File: src/rtl/ram_pkg.sv
// rtl/ram_pkg.sv - shared state encoding and access-direction constants for the banked RAM
package ram_pkg;

  typedef enum logic {
    ST_IDLE  = 1'b0,
    ST_CLEAR = 1'b1
  } state_e;

  localparam logic RW_READ  = 1'b0;
  localparam logic RW_WRITE = 1'b1;

endpackage

File: src/rtl/ram_bank.sv
// rtl/ram_bank.sv - single-port RAM bank with synchronous write and registered read
module ram_bank
  import ram_pkg::*;
#(
  parameter int WIDTH = 16,
  parameter int AW    = 4
) (
  input  logic             clk,
  input  logic             rst,
  input  logic             en,
  input  logic             we,
  input  logic [AW-1:0]    addr,
  input  logic [WIDTH-1:0] wdata,
  output logic [WIDTH-1:0] rdata
);

  logic [WIDTH-1:0] mem_q [2**AW];
  logic [WIDTH-1:0] rdata_q, rdata_d;

  always_comb begin
    rdata_d = rdata_q;
    if (en && we == RW_READ) rdata_d = mem_q[addr];
  end

  // Storage is deliberately not reset; the top-level clear sweep zeroes it.
  always_ff @(posedge clk) begin
    if (en && we == RW_WRITE) mem_q[addr] <= wdata;
  end

  always_ff @(posedge clk) begin
    if (rst) rdata_q <= '0;
    else     rdata_q <= rdata_d;
  end

  assign rdata = rdata_q;

endmodule

File: src/rtl/ram_banked_clr.sv
// rtl/ram_banked_clr.sv - banked single-port RAM with registered read and a built-in clear sweep
module ram_banked_clr
  import ram_pkg::*;
#(
  parameter int WIDTH  = 16,
  parameter int ADDR_W = 6,
  parameter int BANK_W = 2
) (
  input  logic              clk,
  input  logic              rst,
  input  logic              en,
  input  logic              rw,
  input  logic [ADDR_W-1:0] address,
  input  logic [WIDTH-1:0]  in,
  input  logic              clr,
  output logic [WIDTH-1:0]  out,
  output logic              valid,
  output logic              busy
);

  localparam int WORD_W = ADDR_W - BANK_W;
  localparam int NBANK  = 2**BANK_W;

  state_e            state_q, state_d;
  logic [ADDR_W-1:0] cnt_q, cnt_d;
  logic              valid_q, valid_d;
  logic [BANK_W-1:0] bank_sel_q, bank_sel_d;

  logic [NBANK-1:0]  bank_en;
  logic              bank_we;
  logic [WORD_W-1:0] bank_addr;
  logic [WIDTH-1:0]  bank_wdata;
  logic [WIDTH-1:0]  bank_rdata [NBANK];

  always_comb begin
    state_d    = state_q;
    cnt_d      = cnt_q;
    valid_d    = 1'b0;
    bank_sel_d = bank_sel_q;
    bank_en    = '0;
    bank_we    = RW_READ;
    bank_addr  = address[WORD_W-1:0];
    bank_wdata = in;
    // Any access coinciding with reset is discarded.
    if (!rst) begin
      case (state_q)
        ST_CLEAR: begin
          bank_en[cnt_q[ADDR_W-1 -: BANK_W]] = 1'b1;
          bank_we    = RW_WRITE;
          bank_addr  = cnt_q[WORD_W-1:0];
          bank_wdata = '0;
          cnt_d      = cnt_q + ADDR_W'(1);
          if (cnt_q == '1) state_d = ST_IDLE;
        end
        ST_IDLE: begin
          if (clr) begin
            state_d = ST_CLEAR;
            cnt_d   = '0;
          end else if (en) begin
            bank_en[address[ADDR_W-1 -: BANK_W]] = 1'b1;
            bank_we = rw;
            if (rw == RW_READ) begin
              valid_d    = 1'b1;
              bank_sel_d = address[ADDR_W-1 -: BANK_W];
            end
          end
        end
        default: state_d = ST_CLEAR;
      endcase
    end
  end

  always_ff @(posedge clk) begin
    if (rst) begin
      state_q    <= ST_CLEAR;
      cnt_q      <= '0;
      valid_q    <= 1'b0;
      bank_sel_q <= '0;
    end else begin
      state_q    <= state_d;
      cnt_q      <= cnt_d;
      valid_q    <= valid_d;
      bank_sel_q <= bank_sel_d;
    end
  end

  for (genvar b = 0; b < NBANK; b++) begin : g_bank
    ram_bank #(
      .WIDTH(WIDTH),
      .AW   (WORD_W)
    ) u_bank (
      .clk  (clk),
      .rst  (rst),
      .en   (bank_en[b]),
      .we   (bank_we),
      .addr (bank_addr),
      .wdata(bank_wdata),
      .rdata(bank_rdata[b])
    );
  end

  // Bank select is registered with the read so other banks' traffic cannot disturb out.
  assign out   = bank_rdata[bank_sel_q];
  assign valid = valid_q;
  assign busy  = rst || (state_q == ST_CLEAR);

endmodule

File: config.mk
export PLATFORM = sky130hd
export DESIGN_NAME = ram_banked_clr
export DESIGN_NICKNAME = d
export VERILOG_FILES = /design/src/rtl/ram_pkg.sv /design/src/rtl/ram_bank.sv /design/src/rtl/ram_banked_clr.sv
export SDC_FILE = /design/constraint.sdc
export NUM_CORES = 1
export LEC_CHECK = 0
export ABC_AREA = 0
export BUFFER_PORTS_ARGS = -buffer_cell sky130_fd_sc_hd__buf_4
export CORE_UTILIZATION = 25
export CTS_CLUSTER_SIZE = 14
export DETAILED_ROUTE_END_ITERATION = 16
export GPL_ROUTABILITY_DRIVEN = 0
export PLACE_DENSITY = 0.48
export SKIP_CTS_REPAIR_TIMING = 1
export SLEW_MARGIN = 20
export SYNTH_ARGS = -nofsm -noshare
export SYNTH_HDL_FRONTEND = slang
export SYNTH_SLANG_ARGS = --single-unit
File: constraint.sdc
create_clock -name clk -period 4.2 [get_ports clk]
set_clock_uncertainty 0.1 [all_clocks]
set_input_delay 0 -clock clk [delete_from_list [all_inputs] [get_ports clk]]
set_output_delay 0 -clock clk [all_outputs]
set_load 0.03 [all_outputs]
==> results.yml, run 1 <==
synthesis:
  ys_seq_elements: 1098
  synth.cell_area_um2: 40700
  yosys-top-cells-area: "sky130_fd_sc_hd__edfxtp_1, sky130_fd_sc_hd__a22oi_1, sky130_fd_sc_hd__dfxtp_1, sky130_fd_sc_hd__a21oi_1, sky130_fd_sc_hd__nor4_1"
  synthSimpleGateAreaFrac_pct: 3.689
  synth-main-ff-cell: "sky130_fd_sc_hd__edfxtp_1"
  post_synth_inst_count: 2432
  post_synth_most_frequent_cells: "sky130_fd_sc_hd__edfxtp_1, sky130_fd_sc_hd__a22oi_1, sky130_fd_sc_hd__a21oi_1"
  synth-compound-area-share_pct: 13.63
  yosysWarnings: 0
  synthDominantAreaCellType: "sky130_fd_sc_hd__edfxtp_1"
  synth-edff-count: 1024
  synth.mux.area_fraction_pct: 1.362
  asyncSetResetFlopFracSynth_pct: 0
  main_combinational_cell_family_by_area_after_synthesis: "compound AO/OA/AOI/OAI gates"
  synth_nets: 2460
  synth_cell_type_count: 41
  synth_fa_ha_area_share_pct: 0.03074
  cell_with_the_most_instances_after_synthesis: "sky130_fd_sc_hd__edfxtp_1"
  seq_area_frac_synth_pct: 79.19
  yosys.area.top_type_share_pct: 75.55
  xor_and_xnor_area_share_after_synthesis_pct: 0
  syn-mean-instance-area_um2: 16.74
layout:
  utilization_pct: 29.95
  fillerInstances: 15930
  nNetsFinal: 2594
  flow.area_growth_from_synthesis_pct: 18.57
  drive_above_1_share_pct: 15.71
  multi_input_area_um2: 7785
  area_used_by_sequential_logic_in_the_layout_um2: 32230
pwr:
  peakVddDrop_mv: 0.3375
  power_density_nw_per_um2: 491.4
  cellLeakagePower_uw: 0.01471
routing:
  route.final.wire_length_um: 119900
  route.detailed.drc: 0
  vias_per_cell: 4.793
  ant_nets: 0
  initial_drt_pass_iterations: 7
  wl_per_instance_um: 24.86
  vias: 23120
  drtIter0Drc: 2041
sta:
  worst_slew_margin_rel_pct: 33.21
  grt_setup_unrepaired: "false"
  layout_worst_path_cycle_share_pct: 82.64
  fin_tns_setup_ns: 0
  number_of_hold_violations_in_the_final_report: 4
  clock.fmax_ghz: 0.2881
  setup_viol_count_final: 0
  setup_slack_ns: 0.7290
  slew_viol_final: 0
  tightestPinTransition_ns: 1.002
  hold_slack_ns: -0.006708
  final_period_minus_worst_setup_slack_ns: 3.471
global_routing:
  grt_antenna_before_repair: 5
  groute.usage.overall_pct: 14.29
  global_route.overflow_total: 0
  grt_pass1_vias: 22290
  global_route_wire_length_before_repair_um: 170200
  maximum_number_of_pins_on_one_net_before_global_route_repair: 127
placement:
  dp_worst_setup_slack_ns: 0.6498
  placement.io_buffers: 44
  dpl.hpwl_um: 71450
outcome:
  failed_checks: "hold timing"
  run_status: "finished with violations"
clocking:
  cts_sinks: 1098
  cts_buffers: 114
  max_root_sink_buffers: 3
  clkTransAtPathRegs_ns: 0.06
  clkLatencyLatePin_ns: 0.70
  cts-htree-levels: 3
  clockRootBuffer: "sky130_fd_sc_hd__clkbuf_16"
  clock_tree_from_tritoncts: "yes"
worst_setup_path:
  max_stage_delay_ns: 0.89
  worst_ep_required_time_ns: 4.65
  crit_path_cell_trace: "nand2b_4 -> a31oi_4 -> buf_4 -> a21oi_1 -> nor4_1 -> o21ai_1"
  cp.arrival_ns: 3.92
  timing_worst_setup_path_type: "reg2reg"
  worstSetupEndpointType: "flip-flop"
  cp_max_fo: 30
  timing.critical_path.slowest_stage_cell: "sky130_fd_sc_hd__a31oi_4"
  worstSetupStartpointType: "flip-flop"
job:
  max_cap_viol_count: 0
floorplan:
  effective_utilization_at_floorplan_pct: 25.26
  std_cell_rows: 147
  placeableCoreArea_um2: 161100
  chipWidth_um: 405.5
  die-height_um: 405.5
  fp.dieArea_um2: 164400
  i_o_pins: 45
hold_path:
  hold_class: "in2reg"
-- worst paths after layout --
check / start / end / slack (ns) / cells after the start
max: state_q / g_bank[1].u_bank.rdata[13] / 0.73 / 6
min: in[13] / g_bank[3].u_bank.mem_q[15][13] / -0.007 / 2
max reg2reg: state_q / g_bank[1].u_bank.rdata[13] / 0.73 / 6
min reg2reg: cnt_q[4] / cnt_q[4] / 0.38 / 2
-- flip-flops by register name (all words and copies together), names as in the netlist --
signal               count
g_bank.u_bank.rdata     64
g_bank.u_bank.mem_q   1024
cnt_q                    6
state_q                  1
bank_sel_q               2
valid                    1
-- where the power goes --
group | internal, uW | switching (uW) | leakage, uW
sequential | 12000 | 29.4 | 0.00995
clock | 5960 | 4200 | 0.00184
combinational | 440 | 1080 | 0.00291
total | 18400 | 5310 | 0.0147
-- cells in the final DEF, fill, tap and decap left out, types with 20 or more instances in the layout --
cell type                   count
sky130_fd_sc_hd__a21oi_1      263
sky130_fd_sc_hd__a22oi_1      512
sky130_fd_sc_hd__nor4_1        64
sky130_fd_sc_hd__dfxtp_1       72
sky130_fd_sc_hd__o21ai_1       45
sky130_fd_sc_hd__nor2_1        44
sky130_fd_sc_hd__clkbuf_1      25
sky130_fd_sc_hd__nand3b_1      51
sky130_fd_sc_hd__edfxtp_1    1024
sky130_fd_sc_hd__nand2_1       30
sky130_fd_sc_hd__clkinv_2      20
sky130_fd_sc_hd__nor2_2        28
sky130_fd_sc_hd__buf_4        157
sky130_fd_sc_hd__clkinv_1      20
sky130_fd_sc_hd__clkbuf_16    117
-- cell type report --
cell class	instances	share of cell area, %
clock inverter	61	1.322
tap	2160	5.600
multi-input combinational	1149	16.13
clock buffer	150	6.489
sequential	1098	66.79
inverter	9	0.07000
timing repair buffer	194	3.583
antenna	3	0.01556
-- cell families (layout without fill, tap and decap cells) --
| group | after synthesis | count (layout) |
|---|---|---|
| AO/OA/AOI/OAI | 845 | 845 |
| adder cells (fa/ha/maj) | 1 | 1 |
| buffers and inverters | 185 | 414 |
| flip-flops | 1098 | 1098 |
| multiplexers | 35 | 35 |
| other | 0 | 3 |
| AND/OR/NAND/NOR | 268 | 268 |
-- per-layer routing --
layer	track usage (%)	vias up	routed length [um]
met5	0	-	10
met4	2.668	2	1866
met3	2.115	126	5671
met2	23.50	628	57890
met1	20.03	12150	54470
li1	-	10220	-
-- per-stage QoR --
stage	instances	power (uW)	cell area (um2)	hold slack (ns)
after floorplan	2432	13090	40700	-0.02321
after global placement	4591	13790	44290	0.2339
after detailed placement	4591	13800	44290	0.2427
after CTS	4802	23890	48060	-0.5269
after global routing	4821	24380	48250	0.0005906
final	4824	23710	48260	-0.006708
-- worst max-delay path, delay by kind of cell, from the launching register on --
family	cells	cell delay (ns)
AND/OR/NAND/NOR	2	1.15
AO/OA/AOI/OAI	3	1.06
flip-flops	1	0.61
buffers and inverters	1	0.38
(Power assumes the default switching activity.)
==> run 2, diff against run 1 <==
Settings changed: ABC_AREA 0 to 1.
Clock period 4.2 ns to 3.4 ns, I/O delays scaled along.
==> run 2 against run 1 <==
The flow still finishes with violations (hold timing). Largest power group unchanged. Count of clock-buffer cells in the layout is 5 lower. Area after synthesis is 14% higher. First-iteration DRC count grew 53%. Hold slack gained 0.0032 ns. Cell count rose by 48%. Critical path type is now reg2out. Global-route usage increased by 1.3 points.
==> results.yml, run 2 <==
pwr:
  cellLeakagePower_uw: 0.02102
  power_density_nw_per_um2: 551.0
  peakVddDrop_mv: 0.4257
synthesis:
  synth-edff-count: 1024
  post_synth_most_frequent_cells: "sky130_fd_sc_hd__nand2_1, sky130_fd_sc_hd__edfxtp_1, sky130_fd_sc_hd__nand3_1"
  synth_cell_type_count: 26
  yosys.area.top_type_share_pct: 66.30
  synth-main-ff-cell: "sky130_fd_sc_hd__edfxtp_1"
  seq_area_frac_synth_pct: 69.50
  cell_with_the_most_instances_after_synthesis: "sky130_fd_sc_hd__nand2_1"
  post_synth_inst_count: 4559
  yosysWarnings: 0
  synthDominantAreaCellType: "sky130_fd_sc_hd__edfxtp_1"
  syn-mean-instance-area_um2: 10.17
  ys_seq_elements: 1098
  synth_nets: 4587
  yosys-top-cells-area: "sky130_fd_sc_hd__edfxtp_1, sky130_fd_sc_hd__nand2_1, sky130_fd_sc_hd__nand3_1, sky130_fd_sc_hd__dfxtp_1, sky130_fd_sc_hd__nor2_1"
  synth.cell_area_um2: 46380
  asyncSetResetFlopFracSynth_pct: 0
floorplan:
  effective_utilization_at_floorplan_pct: 25.25
  i_o_pins: 45
  die-height_um: 432.7
  std_cell_rows: 157
  placeableCoreArea_um2: 183700
  chipWidth_um: 432.7
  fp.dieArea_um2: 187200
layout:
  flow.area_growth_from_synthesis_pct: 15.87
  most-common-layout-cells: "sky130_fd_sc_hd__nand2_1, sky130_fd_sc_hd__edfxtp_1, sky130_fd_sc_hd__nand3_1"
  fillerInstances: 19030
  largest-register: "g_bank.u_bank.mem_q"
  final_common_cell: "sky130_fd_sc_hd__nand2_1"
  nNetsFinal: 4623
  largest_register_ffs: 1024
  drive_above_1_share_pct: 8.310
  stdcell_count: 7158
  final_cell_area_um2: 53740
sta:
  fin_tns_setup_ns: 0
  slew_viol_final: 0
  hold_slack_ns: -0.003461
  clock.fmax_ghz: 0.3084
  tightestPinTransition_ns: 1.081
  worst_slew_margin_rel_pct: 27.94
  number_of_hold_violations_in_the_final_report: 2
  grt_setup_unrepaired: "false"
  setup_slack_ns: 0.1577
  layout_worst_path_cycle_share_pct: 95.36
  setup_viol_count_final: 0
  final_period_minus_worst_setup_slack_ns: 3.242
clocking:
  max_root_sink_buffers: 3
  clkTransAtPathRegs_ns: 0.06
  clock_tree_from_tritoncts: "yes"
  cts_buffers: 113
  cts-htree-levels: 3
  clkLatencyLatePin_ns: 0.73
  cts_sinks: 1098
  clockRootBuffer: "sky130_fd_sc_hd__clkbuf_16"
placement:
  placement.io_buffers: 44
  dpl-instance-area_um2: 50110
  dpl.hpwl_um: 82400
  place.detailed.instances: 6933
  dp_worst_setup_slack_ns: 0.5937
global_routing:
  maximum_number_of_pins_on_one_net_before_global_route_repair: 143
  global_route_wire_length_before_repair_um: 217000
  groute.usage.overall_pct: 15.63
  global_route.overflow_total: 0
  grt_antenna_before_repair: 6
  grt_pass1_vias: 31190
worst_setup_path:
  worstSetupEndpointType: "output port"
  cp_max_fo: 32
  reg2reg_slack_ns: 0.57
  worstRegToRegCells: 8
  worstSetupStartpointType: "flip-flop"
  worst_ep_required_time_ns: 3.30
  timing_worst_setup_path_type: "reg2out"
  r2r-end: "g_bank[2].u_bank.mem_q[2][15]"
  cp.arrival_ns: 3.14
  worst_r2r_startpoint: "state_q"
hold_path:
  hold_class: "in2reg"
  min_from: "address[5]"
  timing.hold.worst_endpoint: "g_bank[1].u_bank.rdata[11]"
  whs_path_depth: 9
routing:
  ant_nets: 0
  drtIter0Drc: 3121
  wl_per_instance_um: 20.65
  vias_per_cell: 4.509
  initial_drt_pass_iterations: 6
  route.final.wire_length_um: 147800
  vias: 32270
  route.detailed.drc: 0
outcome:
  run_status: "finished with violations"
  failed_checks: "hold timing"
job:
  max_cap_viol_count: 0
run 2: how the worst max path moves through the flow:
stage / slack (ns) / to / start / cells after the start
2_1_floorplan: 0.36 / g_bank[0].u_bank.mem_q[0][10] / state_q / 5
3_3_place_gp: 0.60 / g_bank[2].u_bank.mem_q[6][12] / state_q / 8
3_5_place_dp: 0.59 / g_bank[2].u_bank.mem_q[6][12] / state_q / 8
4_1_cts: 0.14 / out[15] / bank_sel_q[0] / 4
5_1_grt: 0.05 / out[0] / bank_sel_q[0] / 4
6_report: 0.16 / out[15] / bank_sel_q[0] / 4
run 2: area by class of cell:
type	count	area, um2	area share [%]
well taps	2464	3083	5.737
clock buffers	145	3060	5.695
flip-flops and latches	1098	32230	59.98
clock inverters	68	450.4	0.8382
inverters	43	170.2	0.3167
multi-input cells	3139	12880	23.98
repair buffers	200	1854	3.451
diodes	1	2.502	0.004657
run 2: logic make-up (layout without fill, tap and decap cells):
group / Yosys count / in the layout / synth area share, %
AOI/OAI and AO/OA: 127 / 127 / 1.443
adders and majority gates: 1 / 1 / 0.02697
DFF: 1098 / 1098 / 69.50
and+or+nand+nor: 3011 / 3011 / 25.86
buffers and inverters: 322 / 456 / 3.173
other: 0 / 1 / 0
run 2: metrics by stage:
stage	hold WS [ns]	utilization, %	total power (uW)
5_1_grt	0.05465	29.26	30630
4_1_cts	-0.6638	29.20	29890
3_3_place_gp	0.1401	27.28	17920
2_1_floorplan	-0.03093	-	16800
6_report	-0.003461	29.26	29610
3_5_place_dp	0.1397	27.28	17910
run 2: metal layers:
metal | track usage [%] | up-vias | share of wire, %
met5 | 0 | - | 0.037
met4 | 6.464 | 8 | 3.9
met3 | 2.572 | 203 | 6.1
met2 | 24.28 | 918 | 45
met1 | 21.52 | 15850 | 45
li1 | - | 15290 | -
run 2: power breakdown:
part           switching, uW  internal (uW)
combinational           2100            651
sequential              30.9          14800
clock                   5290           6700
run 2: worst max-delay path, stage by stage (launching register included):
cell and delay, ns:
sky130_fd_sc_hd__dfxtp_1 0.59, sky130_fd_sc_hd__inv_1 0.52, sky130_fd_sc_hd__o21ai_0 0.72, sky130_fd_sc_hd__o22ai_1 0.31
sky130_fd_sc_hd__buf_4 0.26
